--- src/rtl/trakball_pkg.sv ---
// trakball_emu shared types: axis FSM states, period type, trak_o
// and joystick bit layout.
package trakball_pkg;

    typedef enum logic [1:0] {
        AX_IDLE,
        AX_SETUP,
        AX_HIGH,
        AX_WAIT
    } axis_state_t;

    typedef logic [7:0] period_t;

    localparam int unsigned AXES = 4;

    // trak_o holds one {dir,clk} pair per axis, p1 H first
    localparam int unsigned TRAK_CLK = 0;
    localparam int unsigned TRAK_DIR = 1;

    localparam int unsigned JOY_UP    = 0;
    localparam int unsigned JOY_DOWN  = 1;
    localparam int unsigned JOY_LEFT  = 2;
    localparam int unsigned JOY_RIGHT = 3;

endpackage

--- src/rtl/trakball_axis.sv ---
// One trackball axis engine: accelerating clk/dir pulse train.
// TRAKBALL_MOUSE_EN adds a saturating mouse delta accumulator.
module trakball_axis
    import trakball_pkg::*;
#(
    parameter period_t PER_START   = 8'd16,
    parameter period_t PER_MIN     = 8'd3,
    parameter int      ACCEL_EVERY = 4
) (
    input  logic              clk_i,
    input  logic              res_n_i,
    input  logic              tick,
    input  logic              req_pos,
    input  logic              req_neg,
`ifdef TRAKBALL_MOUSE_EN
    input  logic              mouse_stb,
    input  logic signed [7:0] mouse_d,
`endif
    output logic              clk_o,
    output logic              dir_o
);

    localparam period_t ACC_N = period_t'(ACCEL_EVERY);

    axis_state_t state_q, state_d;
    period_t     cnt_q, cnt_d;
    period_t     period_q, period_d;
    period_t     pcount_q, pcount_d;
    logic        clk_d, dir_d;
    logic        joy_act, req_act, req_dir;
    logic        enter;

    assign joy_act = req_pos ^ req_neg;

`ifdef TRAKBALL_MOUSE_EN
    logic signed [7:0] acc_q;
    logic signed [9:0] acc_sum;
    logic              mouse_src;

    assign mouse_src = !joy_act && (acc_q != 8'sd0);
    assign req_act   = joy_act || mouse_src;
    assign req_dir   = joy_act ? req_pos : !acc_q[7];

    always_comb begin
        acc_sum = 10'(acc_q);
        if (mouse_stb)
            acc_sum = acc_sum + 10'(mouse_d);
        // each mouse-driven pulse consumes one count
        if (enter && mouse_src)
            acc_sum = acc_q[7] ? acc_sum + 10'sd1
                               : acc_sum - 10'sd1;
    end

    always_ff @(posedge clk_i or negedge res_n_i) begin
        if (!res_n_i)
            acc_q <= 8'sd0;
        else if (acc_sum > 10'sd127)
            acc_q <= 8'sd127;
        else if (acc_sum < -10'sd128)
            acc_q <= -8'sd128;
        else
            acc_q <= acc_sum[7:0];
    end
`else
    assign req_act = joy_act;
    assign req_dir = req_pos;
`endif

    always_ff @(posedge clk_i or negedge res_n_i) begin
        if (!res_n_i) begin
            state_q  <= AX_IDLE;
            cnt_q    <= '0;
            period_q <= PER_START;
            pcount_q <= '0;
            clk_o    <= 1'b0;
            dir_o    <= 1'b0;
        end else begin
            state_q  <= state_d;
            cnt_q    <= cnt_d;
            period_q <= period_d;
            pcount_q <= pcount_d;
            clk_o    <= clk_d;
            dir_o    <= dir_d;
        end
    end

    always_comb begin
        state_d  = state_q;
        cnt_d    = cnt_q;
        period_d = period_q;
        pcount_d = pcount_q;
        clk_d    = clk_o;
        dir_d    = dir_o;
        enter    = 1'b0;
        if (tick) begin
            unique case (state_q)
                AX_IDLE: begin
                    if (req_act) begin
                        enter    = 1'b1;
                        dir_d    = req_dir;
                        period_d = PER_START;
                        pcount_d = '0;
                    end
                end
                AX_SETUP: begin
                    state_d = AX_HIGH;
                    clk_d   = 1'b1;
                    cnt_d   = 8'd1;
                end
                AX_HIGH: begin
                    state_d = AX_WAIT;
                    clk_d   = 1'b0;
                    cnt_d   = 8'd2;
                end
                AX_WAIT: begin
                    if (cnt_q + 8'd1 < period_q) begin
                        cnt_d = cnt_q + 8'd1;
                    end else if (!req_act) begin
                        state_d  = AX_IDLE;
                        period_d = PER_START;
                        pcount_d = '0;
                    end else if (req_dir != dir_o) begin
                        enter    = 1'b1;
                        dir_d    = req_dir;
                        period_d = PER_START;
                        pcount_d = '0;
                    end else if (pcount_q + 8'd1 >= ACC_N) begin
                        enter    = 1'b1;
                        pcount_d = '0;
                        period_d = (period_q > PER_MIN)
                                 ? period_q - 8'd1 : PER_MIN;
                    end else begin
                        enter    = 1'b1;
                        pcount_d = pcount_q + 8'd1;
                    end
                end
                default: state_d = AX_IDLE;
            endcase
        end
        if (enter) begin
            state_d = AX_SETUP;
            cnt_d   = '0;
        end
`ifdef TRAKBALL_MOUSE_EN
        if (enter && mouse_src) begin
            period_d = PER_MIN;
            pcount_d = '0;
        end
`endif
    end

endmodule

--- src/rtl/trakball_emu.sv ---
// Joystick-to-trackball quadrature emulator: tick prescaler + 4 axes.
// TRAKBALL_MOUSE_EN adds mouse delta inputs for player 1.
module trakball_emu
    import trakball_pkg::*;
#(
    parameter int CLK_HZ      = 12_000_000,
    parameter int TICK_HZ     = 4000,
    parameter int PER_START   = 16,
    parameter int PER_MIN     = 3,
    parameter int ACCEL_EVERY = 4
) (
    input  logic              clk_i,
    input  logic              res_n_i,
    input  logic [3:0]        joy1_i,
    input  logic [3:0]        joy2_i,
`ifdef TRAKBALL_MOUSE_EN
    input  logic              mouse_stb_i,
    input  logic signed [7:0] mouse_dx_i,
    input  logic signed [7:0] mouse_dy_i,
`endif
    output logic [7:0]        trak_o
);

    localparam int DIV = CLK_HZ / TICK_HZ;
    localparam int PW  = (DIV > 1) ? $clog2(DIV) : 1;

    // HIGH->WAIT already lands on cnt=2, so shorter periods cannot exist
    if (PER_MIN < 3) begin : g_per_min_chk
        $error("trakball_emu: PER_MIN must be >= 3");
    end

    logic [PW-1:0] pre_q;
    logic          tick;

    assign tick = (pre_q == PW'(DIV - 1));

    always_ff @(posedge clk_i or negedge res_n_i) begin
        if (!res_n_i)
            pre_q <= '0;
        else if (tick)
            pre_q <= '0;
        else
            pre_q <= pre_q + PW'(1);
    end

    for (genvar i = 0; i < AXES; i++) begin : g_axis
        localparam bit P2   = (i >= 2);
        localparam bit VERT = (i % 2) == 1;

        logic [3:0] joy;
        assign joy = P2 ? joy2_i : joy1_i;

        trakball_axis #(
            .PER_START  (period_t'(PER_START)),
            .PER_MIN    (period_t'(PER_MIN)),
            .ACCEL_EVERY(ACCEL_EVERY)
        ) u_axis (
            .clk_i    (clk_i),
            .res_n_i  (res_n_i),
            .tick     (tick),
            .req_pos  (VERT ? joy[JOY_DOWN] : joy[JOY_RIGHT]),
            .req_neg  (VERT ? joy[JOY_UP] : joy[JOY_LEFT]),
`ifdef TRAKBALL_MOUSE_EN
            .mouse_stb(P2 ? 1'b0 : mouse_stb_i),
            .mouse_d  (P2 ? 8'sd0
                          : (VERT ? mouse_dy_i : mouse_dx_i)),
`endif
            .clk_o    (trak_o[2*i + TRAK_CLK]),
            .dir_o    (trak_o[2*i + TRAK_DIR])
        );
    end

endmodule
--- config.mk ---
export PLATFORM = sky130hd
export DESIGN_NAME = trakball_emu
export DESIGN_NICKNAME = d
export VERILOG_FILES = /design/src/rtl/trakball_pkg.sv /design/src/rtl/trakball_axis.sv /design/src/rtl/trakball_emu.sv
export SDC_FILE = /design/constraint.sdc
export NUM_CORES = 1
export LEC_CHECK = 0
export ABC_CLOCK_PERIOD_IN_PS = 3550
export CAP_MARGIN = 25
export CORE_MARGIN = 3
export CORE_UTILIZATION = 50
export CTS_CLUSTER_SIZE = 25
export DETAILED_ROUTE_END_ITERATION = 8
export PLACE_DENSITY = 0.66
export SLEW_MARGIN = 10
export SYNTH_ARGS = -nofsm -noshare
export SYNTH_HDL_FRONTEND = slang
export SYNTH_SLANG_ARGS = --single-unit
--- constraint.sdc ---
create_clock -name clk_i -period 3.55 [get_ports clk_i]
set_input_delay 0.71 -clock clk_i [delete_from_list [all_inputs] [get_ports clk_i]]
set_output_delay 0.71 -clock clk_i [all_outputs]
set_load 0.02 [all_outputs]
==> results of run 1 <==
## cell type report
class                           instances  area (um2)
Multi-Input combinational cell        666        4470
Sequential cell                       124        3110
Clock inverter                         14         170
Tap cell                              211         264
Clock buffer                           18         429
Fill cell                            1361        6510
Inverter                               63         236
Timing Repair Buffer                   25         240
## kinds of logic after synthesis
family          share of synthesized area (%)
simple gates                             20.8
compound gates                           19.6
flops                                    38.9
buf+inv                                  5.08
fa+ha+maj                                8.93
xor+xnor                                 4.06
mux                                      2.62
## per-layer routing
layer / vias to the layer above / global-route usage, %
li1: 3202 / -
met1: 3129 / 25.5
met2: 111 / 35.4
met3: 26 / 4.01
met4: 0 / 6.70
met5: - / 0
## cells in the mapped netlist (all sizes together) (4+ instances only)
master   count
dfstp        4
nor2b        5
o31ai       21
xor2        18
o21ai       76
xnor2       19
a211o        5
o2111ai      4
or2          4
inv         63
a211oi       9
a21o         7
nand2       88
and3         9
and2        30
or3          5
mux2i       10
nand2b      12
nand3       45
o211ai       8
dfrtp      120
o21a         9
and4         5
buf         21
nor3        24
and3b        4
a21oi       31
o21bai       5
nand4       18
nor3b        5
a31oi       15
a22o         5
mux2         9
nand3b       5
clkbuf       9
o22ai        6
nor2        58
ha          57
## stage by stage
step	utilization (%)	instances	hold slack, ns
after floorplan	-	883	0.414
after global placement	53.9	1089	0.467
after detailed placement	53.9	1089	0.473
after CTS	57.8	1121	0.255
after global routing	57.8	1121	0.271
final	57.8	1121	0.246
## sequential cells by signal, indices dropped and copies added (netlist names)
signal	count
g_axis.u_axis.clk_o	4
g_axis.u_axis.pcount_q	32
g_axis.u_axis.state_q	8
g_axis.u_axis.period_q	32
pre_q	12
g_axis.u_axis.dir_o	4
g_axis.u_axis.cnt_q	32
## power by group
group	internal, uW	switching, uW	leakage [uW]
logic	36.4	80.8	0.00222
registers	1420	2.05	0.00164
clock network	1100	670	0.000283
## final timing paths
| check | start | endpoint | cells past startpoint |
|---|---|---|---|
| setup / recovery | g_axis[2].u_axis.cnt_q[0] | g_axis[2].u_axis.period_q[0] | 11 |
| hold / removal | res_n_i | g_axis[0].u_axis.period_q[2] | 1 |
| setup reg to reg | g_axis[2].u_axis.cnt_q[0] | g_axis[2].u_axis.period_q[0] | 11 |
| hold reg to reg | g_axis[3].u_axis.clk_o | g_axis[3].u_axis.clk_o | 2 |
| max in group asynchronous | res_n_i | g_axis[3].u_axis.period_q[4] | 2 |
| min in group clk_i | g_axis[3].u_axis.clk_o | g_axis[3].u_axis.clk_o | 2 |
## worst register-to-register path, cell delays in order (launching register included)
cell and delay, ns:
dfrtp_1 0.44, and3_1 0.18, nand3_1 0.15, nor2_1 0.17, xor2_1 0.10, ha_1 0.34
and4_1 0.21, o21ai_0 0.13, o211ai_1 0.33, nand4_1 0.48, a211oi_1 0.38, a21o_1 0.12
==> impl_metrics.json, run 1 <==
{
  "tightest_slew_ns": 0.746,
  "finish.net_count": 964,
  "stdcell_area_um2": 8920,
  "worst_path_dominant_cell_family": "simple AND/OR/NAND/NOR gates",
  "die-height_um": 132,
  "ir_drop_mv": 0.352,
  "ioPinCount": 18,
  "antenna_found_initial": 0,
  "worstSetupStartpointType": "flop",
  "post_cts_buffers": 0,
  "grt-ovfl-total": 0,
  "synth_top_cell_by_area": "dfrtp_1",
  "gp_congestion": 0.861,
  "slowest_stage": "nand4_1",
  "worst_path_largest_cell_delay_ns": 0.48,
  "drt-total-wl_um": 16800,
  "clkLatencyLatePin_ns": 0.42,
  "tns_ns": 0,
  "synthArstFlopShare_pct": 100,
  "pre_cts_ws_ns": 0.491,
  "cts_tree": "yes",
  "max_freq_mhz": 325,
  "setup_viol": 0,
  "layout_min_cycle_time_ns": 3.08,
  "netlist_area_um2": 7990,
  "first_pass_iters": 5,
  "dr_wl_met3_um": 502,
  "ant_nets": 0,
  "place_hpwl_um": 12300,
  "clockBufferDepth": 2,
  "area_growth_pct": 11.7,
  "rows": 45,
  "routed-wl-met2_um": 8360,
  "topRoutingLayerUsed": "met4",
  "power_uw": 3310,
  "critPathRequiredTime_ns": 3.91,
  "hold_buffers": 0,
  "hold_viol": 0,
  "numPortBuffers": 17,
  "path_clk_slew_ns": 0.06,
  "yosys_register_bits": 124,
  "antenna_cells": 0,
  "grt_max_degree": 58,
  "avgSynthCellArea_um2": 9.04,
  "max-slew-margin-rel_pct": 50.0,
  "cp.arrival_ns": 3.44,
  "post-route-period-util_pct": 86.7,
  "coreArea_um2": 15400,
  "drtIter0Drc": 433,
  "slew_viol_final": 0,
  "placedInstanceArea_um2": 8320,
  "finClkSkew_ns": 0.00609,
  "postCtsResizedCells": 0,
  "grt_setup_unrepaired": "false",
  "netlist_top_cells_area": "dfrtp_1, ha_1, nand2_1",
  "synth_cells": 883,
  "crit_chain": "and3_1 > nand3_1 > nor2_1 > xor2_1 > ha_1 > and4_1 > o21ai_0 > o211ai_1 > nand4_1 > a211oi_1 > a21o_1",
  "final_common_cell": "dfrtp_1",
  "path_buf_inv": 0,
  "wl_per_cell_um": 15.0,
  "drv_cap": 0,
  "start_util_pct": 51.8,
  "criticalPathCategory": "reg -> reg",
  "via_count": 6468,
  "critPathCaptureType": "flop",
  "die_w_um": 132,
  "final_cell_mix": "dfrtp_1, nand2_1, inv_1",
  "grt_pass1_vias": 6546,
  "synth_edf_count": 0,
  "finalWorstSetupSlack_ns": 0.472,
  "synthFlopType": "dfrtp_1",
  "cts_num_sinks": 124,
  "hold_class": "in -> async",
  "die_area_um2": 17500,
  "synth_top_area_share_pct": 37.6,
  "synth-seq-area-share_pct": 38.9,
  "cts_max_level": 4,
  "ys.warnings.count": 0,
  "remaining_drc_errors": 0,
  "m1WireLength_um": 7680,
  "grt.total_usage_pct": 20.4,
  "grt_pass1_wl_um": 30100,
  "drive_above_1_share_pct": 7.91,
  "cts_buffers": 17,
  "rrSetupSlack_ns": 0.47,
  "p_per_area_nw_per_um2": 371,
  "synth_cell_types": 77,
  "cts_root_buffer": "clkbuf_16",
  "power_leakage_uw": 0.00414,
  "vias_per_cell": 5.77,
  "status": "completed",
  "path_max_fanout": 13,
  "syn-num-nets": 950
}
(Power assumes the default switching activity.)
==> inputs of run 2 (changes only) <==
--- a/config.mk
+++ b/config.mk
@@ -11,6 +11,7 @@
 export CORE_UTILIZATION = 50
 export CTS_CLUSTER_SIZE = 25
 export DETAILED_ROUTE_END_ITERATION = 8
+export GPL_ROUTABILITY_DRIVEN = 0
 export PLACE_DENSITY = 0.66
 export SLEW_MARGIN = 10
 export SYNTH_ARGS = -nofsm -noshare
==> results of run 2 <==
Same layout as run 1: the final DEF is identical, and so are final timing and power.
==> inputs of run 3 (changes only) <==
--- a/config.mk
+++ b/config.mk
@@ -9,6 +9,7 @@
 export CAP_MARGIN = 25
 export CORE_MARGIN = 3
 export CORE_UTILIZATION = 50
+export CTS_BUF_LIST = sky130_fd_sc_hd__clkbuf_8
 export CTS_CLUSTER_SIZE = 25
 export DETAILED_ROUTE_END_ITERATION = 8
 export GPL_ROUTABILITY_DRIVEN = 0
==> impl_metrics.json, run 3 (synthesis gave the netlist of run 1 again) <==
{
  "clkLatencyLatePin_ns": 0.46,
  "wl_per_cell_um": 14.8,
  "antenna_cells": 0,
  "r2r_end": "g_axis[1].u_axis.cnt_q[2]",
  "postCtsResizedCells": 0,
  "hold_buffers": 0,
  "power_leakage_uw": 0.00406,
  "grt_pass1_vias": 6536,
  "power_uw": 2830,
  "place_inst": 1089,
  "ioPinCount": 18,
  "p_per_area_nw_per_um2": 324,
  "worstSetupStartpointType": "flop",
  "tightest_slew_ns": 0.755,
  "via_count": 6428,
  "drv_cap": 0,
  "setup_viol": 0,
  "regToRegStartpoint": "g_axis[1].u_axis.cnt_q[0]",
  "vias_per_cell": 5.73,
  "grt_setup_unrepaired": "false",
  "layout.cells.non_filler": 1121,
  "rrSetupSlack_ns": 0.45,
  "clockBufferDepth": 2,
  "path_max_fanout": 11,
  "rows": 45,
  "cts_buffers": 17,
  "critPathCaptureType": "flop",
  "tns_ns": 0,
  "post-route-period-util_pct": 87.2,
  "drtIter0Drc": 366,
  "cts_max_level": 4,
  "area_growth_pct": 9.31,
  "cp.arrival_ns": 3.42,
  "n_fill_cell": 1395,
  "layout_min_cycle_time_ns": 3.10,
  "rr_worst_depth": 11,
  "finish.net_count": 964,
  "critPathRequiredTime_ns": 3.88,
  "numPortBuffers": 17,
  "drive_above_1_share_pct": 7.91,
  "hold_viol": 0,
  "final_cell_mix": "dfrtp_1, nand2_1, inv_1",
  "path_clk_slew_ns": 0.08,
  "cts_tree": "yes",
  "remaining_drc_errors": 0,
  "max_freq_mhz": 323,
  "place_hpwl_um": 12300,
  "criticalPathCategory": "reg -> reg",
  "slew_viol_final": 0,
  "antenna_found_initial": 0,
  "die-height_um": 132,
  "final_common_cell": "dfrtp_1",
  "grt-ovfl-total": 0,
  "grt.total_usage_pct": 20.3,
  "cts_num_sinks": 124,
  "hold_class": "in -> async",
  "start_util_pct": 51.8,
  "die_w_um": 132,
  "die_area_um2": 17500,
  "ant_nets": 0,
  "coreArea_um2": 15400,
  "largestRegisters": "g_axis.u_axis.cnt_q x32, g_axis.u_axis.pcount_q x32, g_axis.u_axis.period_q x32",
  "grt_pass1_wl_um": 30000,
  "max-slew-margin-rel_pct": 49.4,
  "ir_drop_mv": 0.224,
  "first_pass_iters": 5,
  "finClkSkew_ns": 0.0129,
  "grt_max_degree": 58,
  "cts_root_buffer": "clkbuf_8",
  "post_cts_buffers": 0,
  "status": "completed",
  "drt-total-wl_um": 16600
}
-- run 3: final cells by class --
type                       count  area (um2)  share of cell area, %
timing repair buffer          25         240                   2.75
multi-input combinational    666        4470                   51.2
clock inverter                15         174                   1.99
tap                          211         264                   3.02
sequential                   124        3110                   35.6
inverter                      63         236                   2.71
clock buffer                  17         234                   2.68
-- run 3: worst max-delay path by stage --
| stage | startpoint | to | slack [ns] | cells past startpoint |
|---|---|---|---|---|
| finish | g_axis[1].u_axis.cnt_q[0] | g_axis[1].u_axis.cnt_q[2] | 0.45 | 11 |
| CTS | g_axis[1].u_axis.cnt_q[0] | g_axis[1].u_axis.cnt_q[2] | 0.48 | 11 |
| global placement | g_axis[3].u_axis.cnt_q[0] | g_axis[3].u_axis.cnt_q[0] | 0.62 | 10 |
| detailed placement | g_axis[1].u_axis.cnt_q[0] | g_axis[1].u_axis.cnt_q[2] | 0.49 | 11 |
| floorplan | g_axis[3].u_axis.cnt_q[0] | g_axis[3].u_axis.dir_o | 0.80 | 13 |
| global route | g_axis[2].u_axis.cnt_q[0] | g_axis[2].u_axis.period_q[0] | 0.21 | 11 |
-- run 3: stage by stage --
step	area, um2	hold slack [ns]	worst slack (ns)	util (%)
global placement	8320	0.467	0.615	53.9
floorplan	7990	0.414	0.796	-
detailed placement	8320	0.473	0.491	53.9
finish	8730	0.211	0.454	56.6
global route	8730	0.214	0.208	56.6
CTS	8730	0.205	0.483	56.6
-- run 3: worst max-delay path, stage by stage, from the launching register on --
cell and delay, ns:
dfrtp_1 0.43, ha_1 0.26, nand3_1 0.14, nor2_1 0.15, xor2_1 0.23, ha_1 0.29, nand4_1 0.11, a21oi_1 0.07
a211oi_2 0.51, o211ai_1 0.43, a31oi_1 0.26, o22ai_1 0.11
-- run 3: power breakdown --
group	switching, uW	total [uW]	internal (uW)
Clock	607	1300	692
Combinational	80.1	117	36.4
Sequential	2.03	1420	1410
Total	689	2830	2140
-- run 3: routing by layer --
metal	part of all wire, %	vias to the layer above	wire length, um	global-route usage, %
li1	-	3197	-	-
met1	46	3088	7590	25.3
met2	49	115	8190	35.0
met3	3.4	28	558	4.73
met4	1.5	0	246	6.12
met5	0	-	0	0
